--- src/rtl/cla_pkg.sv ---
// Shared definitions for the byte-serial CLA sequencer: slice width and FSM states.
package cla_pkg;

    localparam int unsigned BYTE_W = 8;

    typedef enum logic [1:0] {
        IDLE = 2'd0,
        RUN  = 2'd1,
        DONE = 2'd2
    } state_t;

endpackage

--- src/rtl/cla.sv ---
// 8-bit carry-lookahead adder; every carry is a flat generate/propagate sum of products.
module cla
    import cla_pkg::*;
(
    input  logic [BYTE_W-1:0] A,
    input  logic [BYTE_W-1:0] B,
    input  logic              Cin,
    output logic [BYTE_W-1:0] Sum,
    output logic              Cout
);

    logic [BYTE_W-1:0] g;
    logic [BYTE_W-1:0] p;
    logic [BYTE_W:0]   c;

    always_comb begin
        logic term;
        g = A & B;
        p = A ^ B;
        c = '0;
        c[0] = Cin;
        for (int unsigned i = 1; i <= BYTE_W; i++) begin
            // c[i] = Cin*p[0..i-1] + sum over k of g[k]*p[k+1..i-1]
            term = Cin;
            for (int unsigned j = 0; j < i; j++) begin
                term = term & p[j];
            end
            c[i] = term;
            for (int unsigned k = 0; k < i; k++) begin
                term = g[k];
                for (int unsigned j = k + 1; j < i; j++) begin
                    term = term & p[j];
                end
                c[i] = c[i] | term;
            end
        end
        Sum  = p ^ c[BYTE_W-1:0];
        Cout = c[BYTE_W];
    end

endmodule

--- src/rtl/cla_mp_sequencer.sv ---
// Multi-precision add/subtract: streams WORDS byte slices, LSB first, through one shared CLA.
module cla_mp_sequencer
    import cla_pkg::*;
#(
    parameter int unsigned WORDS = 4
) (
    input  logic                  clk,
    input  logic                  rst,
    input  logic                  req_valid,
    output logic                  req_ready,
    input  logic [BYTE_W*WORDS-1:0] req_A,
    input  logic [BYTE_W*WORDS-1:0] req_B,
    input  logic                  req_Cin,
    input  logic                  req_sub,
    output logic                  rsp_valid,
    input  logic                  rsp_ready,
    output logic [BYTE_W*WORDS-1:0] rsp_Sum,
    output logic                  rsp_Cout,
    output logic                  rsp_Ovf,
    output logic                  busy
);

    localparam int unsigned W     = BYTE_W * WORDS;
    localparam int unsigned IDX_W = (WORDS > 1) ? $clog2(WORDS) : 1;
    localparam logic [IDX_W-1:0] LAST = IDX_W'(WORDS - 1);

    state_t            state;
    logic [IDX_W-1:0]  idx;
    logic              carry;
    logic [W-1:0]      a_reg;
    logic [W-1:0]      bx_reg;
    logic [BYTE_W-1:0] cla_a;
    logic [BYTE_W-1:0] cla_b;
    logic [BYTE_W-1:0] cla_sum;
    logic              cla_cout;

    assign cla_a = a_reg[BYTE_W*int'(idx) +: BYTE_W];
    assign cla_b = bx_reg[BYTE_W*int'(idx) +: BYTE_W];

    cla u_cla (
        .A    (cla_a),
        .B    (cla_b),
        .Cin  (carry),
        .Sum  (cla_sum),
        .Cout (cla_cout)
    );

    always_ff @(posedge clk) begin
        if (rst) begin
            state     <= IDLE;
            idx       <= '0;
            carry     <= 1'b0;
            a_reg     <= '0;
            bx_reg    <= '0;
            rsp_valid <= 1'b0;
            rsp_Sum   <= '0;
            rsp_Cout  <= 1'b0;
            rsp_Ovf   <= 1'b0;
            busy      <= 1'b0;
            req_ready <= 1'b1;
        end else begin
            case (state)
                IDLE: begin
                    if (req_valid && req_ready) begin
                        // Subtraction is A + ~B + 1, so B is inverted once at capture.
                        a_reg     <= req_A;
                        bx_reg    <= req_sub ? ~req_B : req_B;
                        carry     <= req_sub | req_Cin;
                        idx       <= '0;
                        state     <= RUN;
                        busy      <= 1'b1;
                        req_ready <= 1'b0;
                    end
                end
                RUN: begin
                    rsp_Sum[BYTE_W*int'(idx) +: BYTE_W] <= cla_sum;
                    carry <= cla_cout;
                    if (idx == LAST) begin
                        rsp_Cout  <= cla_cout;
                        rsp_Ovf   <= (a_reg[W-1] == bx_reg[W-1]) && (cla_sum[BYTE_W-1] != a_reg[W-1]);
                        idx       <= '0;
                        state     <= DONE;
                        rsp_valid <= 1'b1;
                    end else begin
                        idx <= idx + 1'b1;
                    end
                end
                DONE: begin
                    if (rsp_ready) begin
                        state     <= IDLE;
                        rsp_valid <= 1'b0;
                        busy      <= 1'b0;
                        req_ready <= 1'b1;
                    end
                end
                default: begin
                    state     <= IDLE;
                    idx       <= '0;
                    rsp_valid <= 1'b0;
                    busy      <= 1'b0;
                    req_ready <= 1'b1;
                end
            endcase
        end
    end

endmodule

--- config.mk ---
export PLATFORM = sky130hd
export DESIGN_NAME = cla_mp_sequencer
export DESIGN_NICKNAME = d
export VERILOG_FILES = /design/src/rtl/cla_pkg.sv /design/src/rtl/cla.sv /design/src/rtl/cla_mp_sequencer.sv
export SDC_FILE = /design/constraint.sdc
export NUM_CORES = 1
export LEC_CHECK = 0
export CELL_PAD_IN_SITES_DETAIL_PLACEMENT = 0
export CELL_PAD_IN_SITES_GLOBAL_PLACEMENT = 1
export CORE_MARGIN = 2
export CORE_UTILIZATION = 38
export CTS_CLUSTER_SIZE = 25
export DETAILED_ROUTE_END_ITERATION = 12
export PLACE_DENSITY = 0.88
export SLEW_MARGIN = 10
export SYNTH_ARGS = -nofsm -noshare
export SYNTH_HDL_FRONTEND = slang
export SYNTH_SLANG_ARGS = --single-unit
--- constraint.sdc ---
create_clock -name clk -period 3.95 [get_ports clk]
set_input_delay 0.79 -clock clk [delete_from_list [all_inputs] [get_ports clk]]
set_output_delay 0.79 -clock clk [all_outputs]
set_load 0.05 [all_outputs]
==> impl_results.md, run 1 <==
* Final period utilization at 0.8736
* Die W at 116.4 microns
* Core ar. at 0.01247 sq mm
* Share of cells above drive strength 1 at 0.08147
* Final GP Congestion at 0.8678
* Worst hold slack at 457.9 ps
* Total grt overflow at 0
* Wirelength per Cell at 15.24 microns
* Number of global-route vias before repair at 4,093
* Skew-Pair Late Insertion Delay at 340 ps
* Initial antenna violation count at 0
* First-pass GRT wire length at 19,820 microns
* Most numerous cell in the Yosys netlist: dfxtp_1
* Post-synth EDFFs at 0
* RSZ-0062 raised after global routing: false
* CTS tree: done
* Worst-margin pin slew at 1042 ps
* Synth top cells by count: dfxtp_1 (106), nand2_1 (75), nor2_1 (74)
* R2R Setup Slk at 500 ps
* Synthesis-stage register bit count at 106
* First-pass iteration count of the detailed router at 5
* CP Data Required Time at 4230 ps
* H-Tree Depth at 3
* Yosys warns at 0
* P_leak at 2.243 nW
* Die Area at 0.01356 sq mm
* Cell area after layout at 0.006322 sq mm
* Boundary Pins at 107
* Vias at 4,126
* Setup TNS at 0 ps
* Max-cap violations at 0
* Critical path class: reg2reg
* Synth top area share at 0.4417
* Final Max Tran Viols at 0
* Clk buf depth at 2
* Rel. slew slack at 0.2990
* CP Max Fanout at 16
* Synth unique cells at 47
* DRT Wirelength at 12,160 microns
* Post-DP Area at 0.006030 sq mm
* CTS Root Cell: clkbuf_16
* DP Wirelength at 9283 microns
* Power Dens Cells at 402.9 mW/mm^2
* Mapped Area at 0.004805 sq mm
* Status: complete, no violations
* Post-synthesis sequential area ratio at 0.4417
* Synth Instances at 529
* Ys async rst share at 0
* Commonest register cell after synthesis: dfxtp_1
* Vias per cell at 5.170
* Starting Density at 0.3854
* Post-layout net count at 707
* Arrival time at the worst endpoint at 3730 ps
* Largest area contributor in the netlist: dfxtp_1
* Post-CTS Setup Bufs at 0
* Reg clk slew, reported paths at 80 ps
* FMAX at 0.2898 GHz
* Antenna cells at 0
* Period minus WS final at 3451 ps
* Largest net degree at the start of global routing at 97
* IO Port Bufs at 106
* Tot GR Track Use at 0.1858
* Final Hold Viols at 0
* Final number of setup-violating endpoints at 0
* Detail Route Antenna Nets at 0
* Crit start category: flop
* Largest cells by area after synthesis: dfxtp_1 (44%), mux4_2 (7.5%), xnor2_1 (6.2%)
* Hold Path Class: reg2reg
* Peak VDD IR at 0.2261 mV
* Cts bufs inserted at 9
* Die Ht at 116.4 microns
* Synthesized Nets at 615
* Clock skew at 9.271 ps
* Hold Buf Count CTS at 0
* Drt drc at 0
* Std-Cell Rows at 41
* Post_cts resized at 0
* Area Overhead vs Synth at 31.59%
* Worst setup EP type: flop
* Initial drt markers at 327
* Mean area per synthesized cell at 9.082 sq um
* CTS sink cnt at 106
* Total design power at 0.002547 W
metrics by stage:
step,setup slack (ps),utilization,instances
after global routing,185.2,0.5072,798
final,499.2,0.5072,798
after global placement,638.1,0.4837,782
after CTS,477.1,0.5072,798
after detailed placement,527.7,0.4837,782
after floorplan,888.3,-,529
power breakdown:
| part | leakage, nW | switching (W) | internal [W] |
|---|---|---|---|
| Combinational | 1.23 | 0.000266 | 0.000220 |
| Clock | 0.142 | 0.000434 | 0.000447 |
| Sequential | 0.866 | 0.0000472 | 0.00113 |
kinds of logic (layout without fill, tap and decap cells):
family	after synthesis	count (layout)	share of synthesized area
xor gates and xnor gates	34	34	0.06198
muxes	16	16	0.07500
DFF	106	106	0.4417
buffers and inverters	43	140	0.03464
adders and majority gates	16	16	0.04323
and+or+nand+nor	184	184	0.1646
AOI/OAI and AO/OA	130	130	0.1789
layer usage:
layer  global-route usage  wire length, microns
met5                    0                     0
met3              0.03477                   656
met4              0.05317                   234
met2               0.3198                  5849
met1               0.2388                  5417
cell type report:
class	count	area, sq um
clock buffers	9	225.2
clock inverters	7	67.56
fillers	1168	6143
inverters	8	30.03
multi-input cells	380	2524
flip-flops and latches	106	2122
well taps	172	215.2
repair buffers	116	1139
worst max-delay path, stage by stage (launching register included):
cell     delay (ps)
dfxtp_1         720
buf_4           360
mux4_2          540
ha_1            400
a21oi_1         270
and3b_1         210
a21oi_1          70
buf_4           170
or4_1           470
a31oi_1         170
final timing paths:
check,endpoint,startpoint,cells past startpoint
max,rsp_Ovf,idx[0],9
min,a_reg[26],a_reg[26],2
max reg2reg,rsp_Ovf,idx[0],9
min reg2reg,a_reg[26],a_reg[26],2
cells in the final DEF (no fill, tap or decap), types with 3 or more instances in the layout:
master / netlist / final
dfxtp_1: 106 / 106
clkdlybuf4s50_1: 0 / 104
nand2_1: 75 / 75
nor2_1: 74 / 73
a21oi_1: 48 / 48
xnor2_1: 34 / 34
a211oi_1: 34 / 34
a22oi_1: 24 / 24
mux4_2: 16 / 16
ha_1: 15 / 15
clkbuf_16: 0 / 9
buf_4: 1 / 9
inv_1: 8 / 8
nor3_1: 5 / 5
nand2b_1: 4 / 4
o21ai_0: 4 / 4
or3_1: 4 / 4
o211ai_1: 3 / 3
o31a_1: 3 / 3
inv_8: 0 / 3
Note: power is estimated with default switching activity, not from simulation.
==> run 2, diff against run 1 <==
--- a/config.mk
+++ b/config.mk
@@ -5,6 +5,7 @@
 export SDC_FILE = /design/constraint.sdc
 export NUM_CORES = 1
 export LEC_CHECK = 0
+export CAP_MARGIN = 20
 export CELL_PAD_IN_SITES_DETAIL_PLACEMENT = 0
 export CELL_PAD_IN_SITES_GLOBAL_PLACEMENT = 1
 export CORE_MARGIN = 2
@@ -12,6 +13,8 @@
 export CTS_CLUSTER_SIZE = 25
 export DETAILED_ROUTE_END_ITERATION = 12
 export PLACE_DENSITY = 0.88
+export RECOVER_POWER = 50
+export SKIP_CTS_REPAIR_TIMING = 1
 export SLEW_MARGIN = 10
 export SYNTH_ARGS = -nofsm -noshare
 export SYNTH_HDL_FRONTEND = slang
==> impl_results.md, run 2 (synthesis gave the netlist of run 1 again) <==
* Boundary Pins at 107 (unchanged)
* Total grt overflow at 0 (unchanged)
* CTS tree: done
* Reg clk slew, reported paths at 80 ps (about the same)
* Initial drt markers at 281 (-14%)
* Die Area at 0.01356 sq mm (unchanged)
* Clock skew at 8.599 ps (-0.6723 ps)
* Starting Density at 0.3854 (unchanged)
* Final Max Tran Viols at 54 (+54)
* Vias at 4,079 (-1.1%)
* Critical path class: reg2reg
* Hold Path Class: reg2reg
* Antenna cells at 0 (unchanged)
* Detail Route Antenna Nets at 0 (unchanged)
* Failing checks: max-capacitance violations, max-slew violations
* Multi-input gate area at 0.002524 sq mm (unchanged)
* Vias per cell at 5.105 (-1.3%)
* Register area at 0.002122 sq mm (unchanged)
* Core ar. at 0.01247 sq mm (unchanged)
* H-Tree Depth at 3 (unchanged)
* DRT Wirelength at 12,130 microns (-0.21%)
* Largest net degree at the start of global routing at 97 (unchanged)
* Share of cells above drive strength 1 at 0.07974 (-0.001725)
* Final period utilization at 0.8740 (about the same)
* Commonest non-fill, non-tap cells in the layout: dfxtp_1 (106), clkdlybuf4s50_1 (104), nand2_1 (75)
* Arrival time at the worst endpoint at 3720 ps (about the same)
* Tot GR Track Use at 0.1858 (unchanged)
* Commonest non-fill, non-tap cell in the layout: dfxtp_1
* Clk buf depth at 2 (unchanged)
* First-pass iteration count of the detailed router at 4 (-1)
* Max-cap violations at 1 (+1)
* Area Overhead vs Synth at 31.54% (about the same)
* CP Data Required Time at 4220 ps (about the same)
* Final number of setup-violating endpoints at 0 (unchanged)
* P_leak at 2.241 nW (-0.11%)
* Number of global-route vias before repair at 4,093 (unchanged)
* CTS sink cnt at 106 (unchanged)
* Initial antenna violation count at 0 (unchanged)
* Std-Cell Rows at 41 (unchanged)
* Setup TNS at 0 ps (unchanged)
* Worst-margin pin slew at 2335 ps (+1293 ps)
* Fillers at 1,170 (+0.17%)
* Wirelength per Cell at 15.18 microns (-0.34%)
* Period minus WS final at 3452 ps (+1.682 ps)
* RSZ-0062 raised after global routing: false
* Skew-Pair Late Insertion Delay at 340 ps (about the same)
* Final GP Congestion at 0.8678 (unchanged)
* Drt drc at 0 (unchanged)
* Crit start category: flop
* Final core occ at 0.5070 (about the same)
* DP Wirelength at 9283 microns (unchanged)
* FMAX at 0.2896 GHz (about the same)
* Status: complete, but fails checks
* Slowest cell on crit path: dfxtp_1
* Die W at 116.4 microns (unchanged)
* Peak VDD IR at 0.2287 mV (+1.2%)
* CTS Root Cell: clkbuf_16
* Crit path largest cell delay at 720 ps (about the same)
* CP Max Fanout at 16 (unchanged)
* Worst setup EP type: flop
* Power Dens Cells at 402.9 mW/mm^2 (about the same)
* Post-layout net count at 708 (+0.14%)
* Final Hold Viols at 0 (unchanged)
* Cts bufs inserted at 9 (unchanged)
* Rel. slew slack at -0.5564 (-0.8555)
* Crit-path cells: buf_4, mux4_2, ha_1, a21oi_1, and3b_1, a21oi_1, buf_4, or4_1, a31oi_1
* # placed instances at 782 (unchanged)
* Non-Filler Instances at 799 (+0.13%)
* IO Port Bufs at 106 (unchanged)
* Die Ht at 116.4 microns (unchanged)
* First-pass GRT wire length at 19,820 microns (unchanged)
[run 2: changes by cell type in the layout (fill, tap and decap cells not counted), sizes merged]
| cell | change |
|---|---|
| clkbuf | +4 |
| buf | -3 |
[run 2: worst paths after layout]
check | start | to | slack, ps | cells past startpoint
setup / recovery | idx[0] | rsp_Ovf | 500 | 9
setup reg to reg | idx[0] | rsp_Ovf | 500 | 9
hold / removal | a_reg[6] | a_reg[6] | 460 | 2
hold reg to reg | a_reg[6] | a_reg[6] | 460 | 2
[run 2: per-stage QoR]
stage	setup slack (ps)	hold WS, ps	total power (W)	instance area, sq um
2_1_floorplan	888.3	433.1	0.001499	4805
3_3_place_gp	638.1	444.0	0.001676	6030
3_5_place_dp	527.7	445.1	0.001690	6030
4_1_cts	477.1	455.9	0.002556	6322
5_1_grt	185.2	471.1	0.002650	6320
6_report	497.5	456.5	0.002546	6320
[run 2: per-layer routing]
| metal | global-route usage | wire [microns] | vias to the layer above |
|---|---|---|---|
| li1 | - | - | 2047 |
| met1 | 0.2388 | 5441 | 1890 |
| met2 | 0.3198 | 5841 | 125 |
| met3 | 0.03477 | 646 | 17 |
| met4 | 0.05317 | 202 | 0 |
| met5 | 0 | 0 | - |
[run 2: area by class of cell]
class | instances | share of cell area
clock buffers | 9 | 0.03564
flip-flops and latches | 106 | 0.3358
multi-input cells | 380 | 0.3993
repair buffers | 117 | 0.1798
inverters | 8 | 0.004752
well taps | 172 | 0.03405
clock inverters | 7 | 0.01069
[run 2: critical path: cells and delay by family (launching register included)]
family          cells  cell delay, ps
flops               1             720
simple gates        2             680
mux                 1             540
buf+inv             2             530
compound gates      3             510
fa+ha+maj           1             400
[run 2: power breakdown]
group	switching, W	internal [W]	leakage, nW
Combinational	0.000265	0.000219	1.23
Sequential	0.0000471	0.00113	0.866
Clock	0.000435	0.000447	0.142
Total	0.000746	0.00180	2.24
==> run 3, diff against run 2 <==
--- a/config.mk
+++ b/config.mk
@@ -9,10 +9,10 @@
 export CELL_PAD_IN_SITES_DETAIL_PLACEMENT = 0
 export CELL_PAD_IN_SITES_GLOBAL_PLACEMENT = 1
 export CORE_MARGIN = 2
-export CORE_UTILIZATION = 38
+export CORE_UTILIZATION = 40
 export CTS_CLUSTER_SIZE = 25
 export DETAILED_ROUTE_END_ITERATION = 12
-export PLACE_DENSITY = 0.88
+export PLACE_DENSITY = 0.92
 export RECOVER_POWER = 50
 export SKIP_CTS_REPAIR_TIMING = 1
 export SLEW_MARGIN = 10
==> constraint.sdc (replaced) <==
create_clock -name clk -period 4.1 [get_ports clk]
set_input_delay 0.82 -clock clk [delete_from_list [all_inputs] [get_ports clk]]
set_output_delay 0.82 -clock clk [all_outputs]
set_load 0.05 [all_outputs]
==> impl_results.md, run 3 (synthesis gave the netlist of run 1 again) <==
* Tot GR Track Use at 0.1875 (+0.001681)
* Commonest non-fill, non-tap cells in the layout: dfxtp_1 (106), nand2_1 (75), nor2_1 (73)
* Antenna cells at 0 (unchanged)
* Post-DP Area at 0.005986 sq mm (-0.73%)
* Switching Fraction at 0.2794 (-0.01372)
* Vias per cell at 5.323 (+4.3%)
* Final GP Congestion at 0.8656 (-0.25%)
* Boundary Pins at 107 (unchanged)
* Peak VDD IR at 0.2247 mV (-1.7%)
* Area Overhead vs Synth at 30.36%
* Setup TNS at 0 ps (unchanged)
* CTS tree: done
* Cts bufs inserted at 9 (unchanged)
* First-pass GRT wire length at 19,450 microns (-1.9%)
* Final period utilization at 0.8097
* CTS sink cnt at 106 (unchanged)
* Cell area after layout at 0.006264 sq mm (-0.89%)
* Crit start category: primary input
* Final number of setup-violating endpoints at 0 (unchanged)
* Post-layout net count at 707 (-0.14%)
* Final core occ at 0.5281 (+0.02108)
* First-pass iteration count of the detailed router at 5 (+1)
* Skew-Pair Late Insertion Delay at 340 ps (about the same)
* Die W at 113.6 microns (-2.4%)
* DRT Wirelength at 11,900 microns (-1.9%)
* Initial antenna violation count at 0 (unchanged)
* Max-cap violations at 1 (unchanged)
* Reg clk slew, reported paths at 60 ps (-20 ps)
* Internal at 0.001748 W (-2.9%)
* Failing checks: max-capacitance violations, max-slew violations
* FMAX at 0.3012 GHz
* DP Wirelength at 9042 microns (-2.6%)
* Total design power at 0.002425 W (-4.7%)
* Commonest non-fill, non-tap cell in the layout: dfxtp_1
* Rel. slew slack at -0.6676 (-0.1112)
* Share of cells above drive strength 1 at 0.07348 (-0.006262)
* Starting Density at 0.4051 (+0.01964)
* Core ar. at 0.01186 sq mm (-4.8%)
* Die Ht at 113.6 microns (-2.4%)
* Total grt overflow at 0 (unchanged)
* CP Max Fanout at 58 (+42)
* CP Data Required Time at 4290 ps (+70 ps)
* CTS Root Cell: clkbuf_16
* Final Hold Viols at 0 (unchanged)
* Power Dens Cells at 387.2 mW/mm^2 (-3.9%)
* H-Tree Depth at 3 (unchanged)
* Hold Path Class: reg2reg
* Worst-margin pin slew at 2501 ps (+166.8 ps)
* Worst setup EP type: flop
* Period minus WS final at 3320 ps
* Status: complete, but fails checks
* Largest net degree at the start of global routing at 97 (unchanged)
* Drt drc at 0 (unchanged)
* Sequential power share at 0.468 (+0.004)
* Std-Cell Rows at 40 (-2.4%)
* Critical path class: in2reg
* Switching power at 0.0006776 W (-9.2%)
* IO Port Bufs at 106 (unchanged)
* Vias at 4,115 (+0.88%)
* Initial drt markers at 277 (-1.4%)
* Arrival time at the worst endpoint at 3510 ps (-210 ps)
* Die Area at 0.01290 sq mm (-4.8%)
* Final Max Tran Viols at 59 (+9.3%)
* Detail Route Antenna Nets at 0 (unchanged)
* Clock network fraction of design power at 0.343 (-0.003)
* P_leak at 2.349 nW (+4.8%)
* Clk buf depth at 2 (unchanged)
* Wirelength per Cell at 15.40 microns (+1.4%)
* Combinational share of power at 0.188 (-0.002)
* RSZ-0062 raised after global routing: false
* Clock skew at 9.825 ps (+1.226 ps)
* Number of global-route vias before repair at 3,954 (-3.4%)
## run 3: metal layers
layer  GRT usage  routed length (microns)
met1      0.2413                     5257
met2      0.3242                     5868
met3     0.02976                      590
met4     0.05935                      187
met5           0                        0
## run 3: final timing paths
path,slack (ps),endpoint,cells after the start,start
worst min-delay path,460,rsp_Sum[28],2,rsp_Sum[28]
worst max register to register,910,rsp_Sum[29],8,idx[1]
worst min register to register,460,rsp_Sum[28],2,rsp_Sum[28]
worst max-delay path,780,rsp_Sum[8],3,rst
## run 3: through the flow
| stage | hold slack (ps) | std cells | worst slack [ps] |
|---|---|---|---|
| after global routing | 479.8 | 773 | 580.7 |
| final | 456.3 | 773 | 780.2 |
| after global placement | 451.4 | 757 | 1104 |
| after floorplan | 433.1 | 529 | 1038 |
| after detailed placement | 446.5 | 757 | 969.7 |
| after CTS | 456.1 | 773 | 879.5 |
## run 3: power groups by stage
stage	sequential [W]	clock, W	combinational (W)
global route	0.00114	0.000879	0.000502
finish	0.00114	0.000832	0.000457
CTS	0.00114	0.000838	0.000462
detailed placement	0.00116	0	0.000460
global placement	0.00116	0	0.000450
floorplan	0.00116	0	0.000282
## run 3: final cells by class
| cell class | count | area [sq um] |
|---|---|---|
| sequential | 106 | 2122 |
| multi-input combinational | 380 | 2524 |
| inverter | 8 | 30.03 |
| clock buffer | 12 | 256.5 |
| timing repair buffer | 116 | 1114 |
| fill | 1078 | 5598 |
| tap | 147 | 183.9 |
| clock inverter | 4 | 33.78 |
## run 3: critical path, cell delays in order
cell,delay [ps]
clkbuf_1,1740
clkbuf_1,790
nor2_1,130
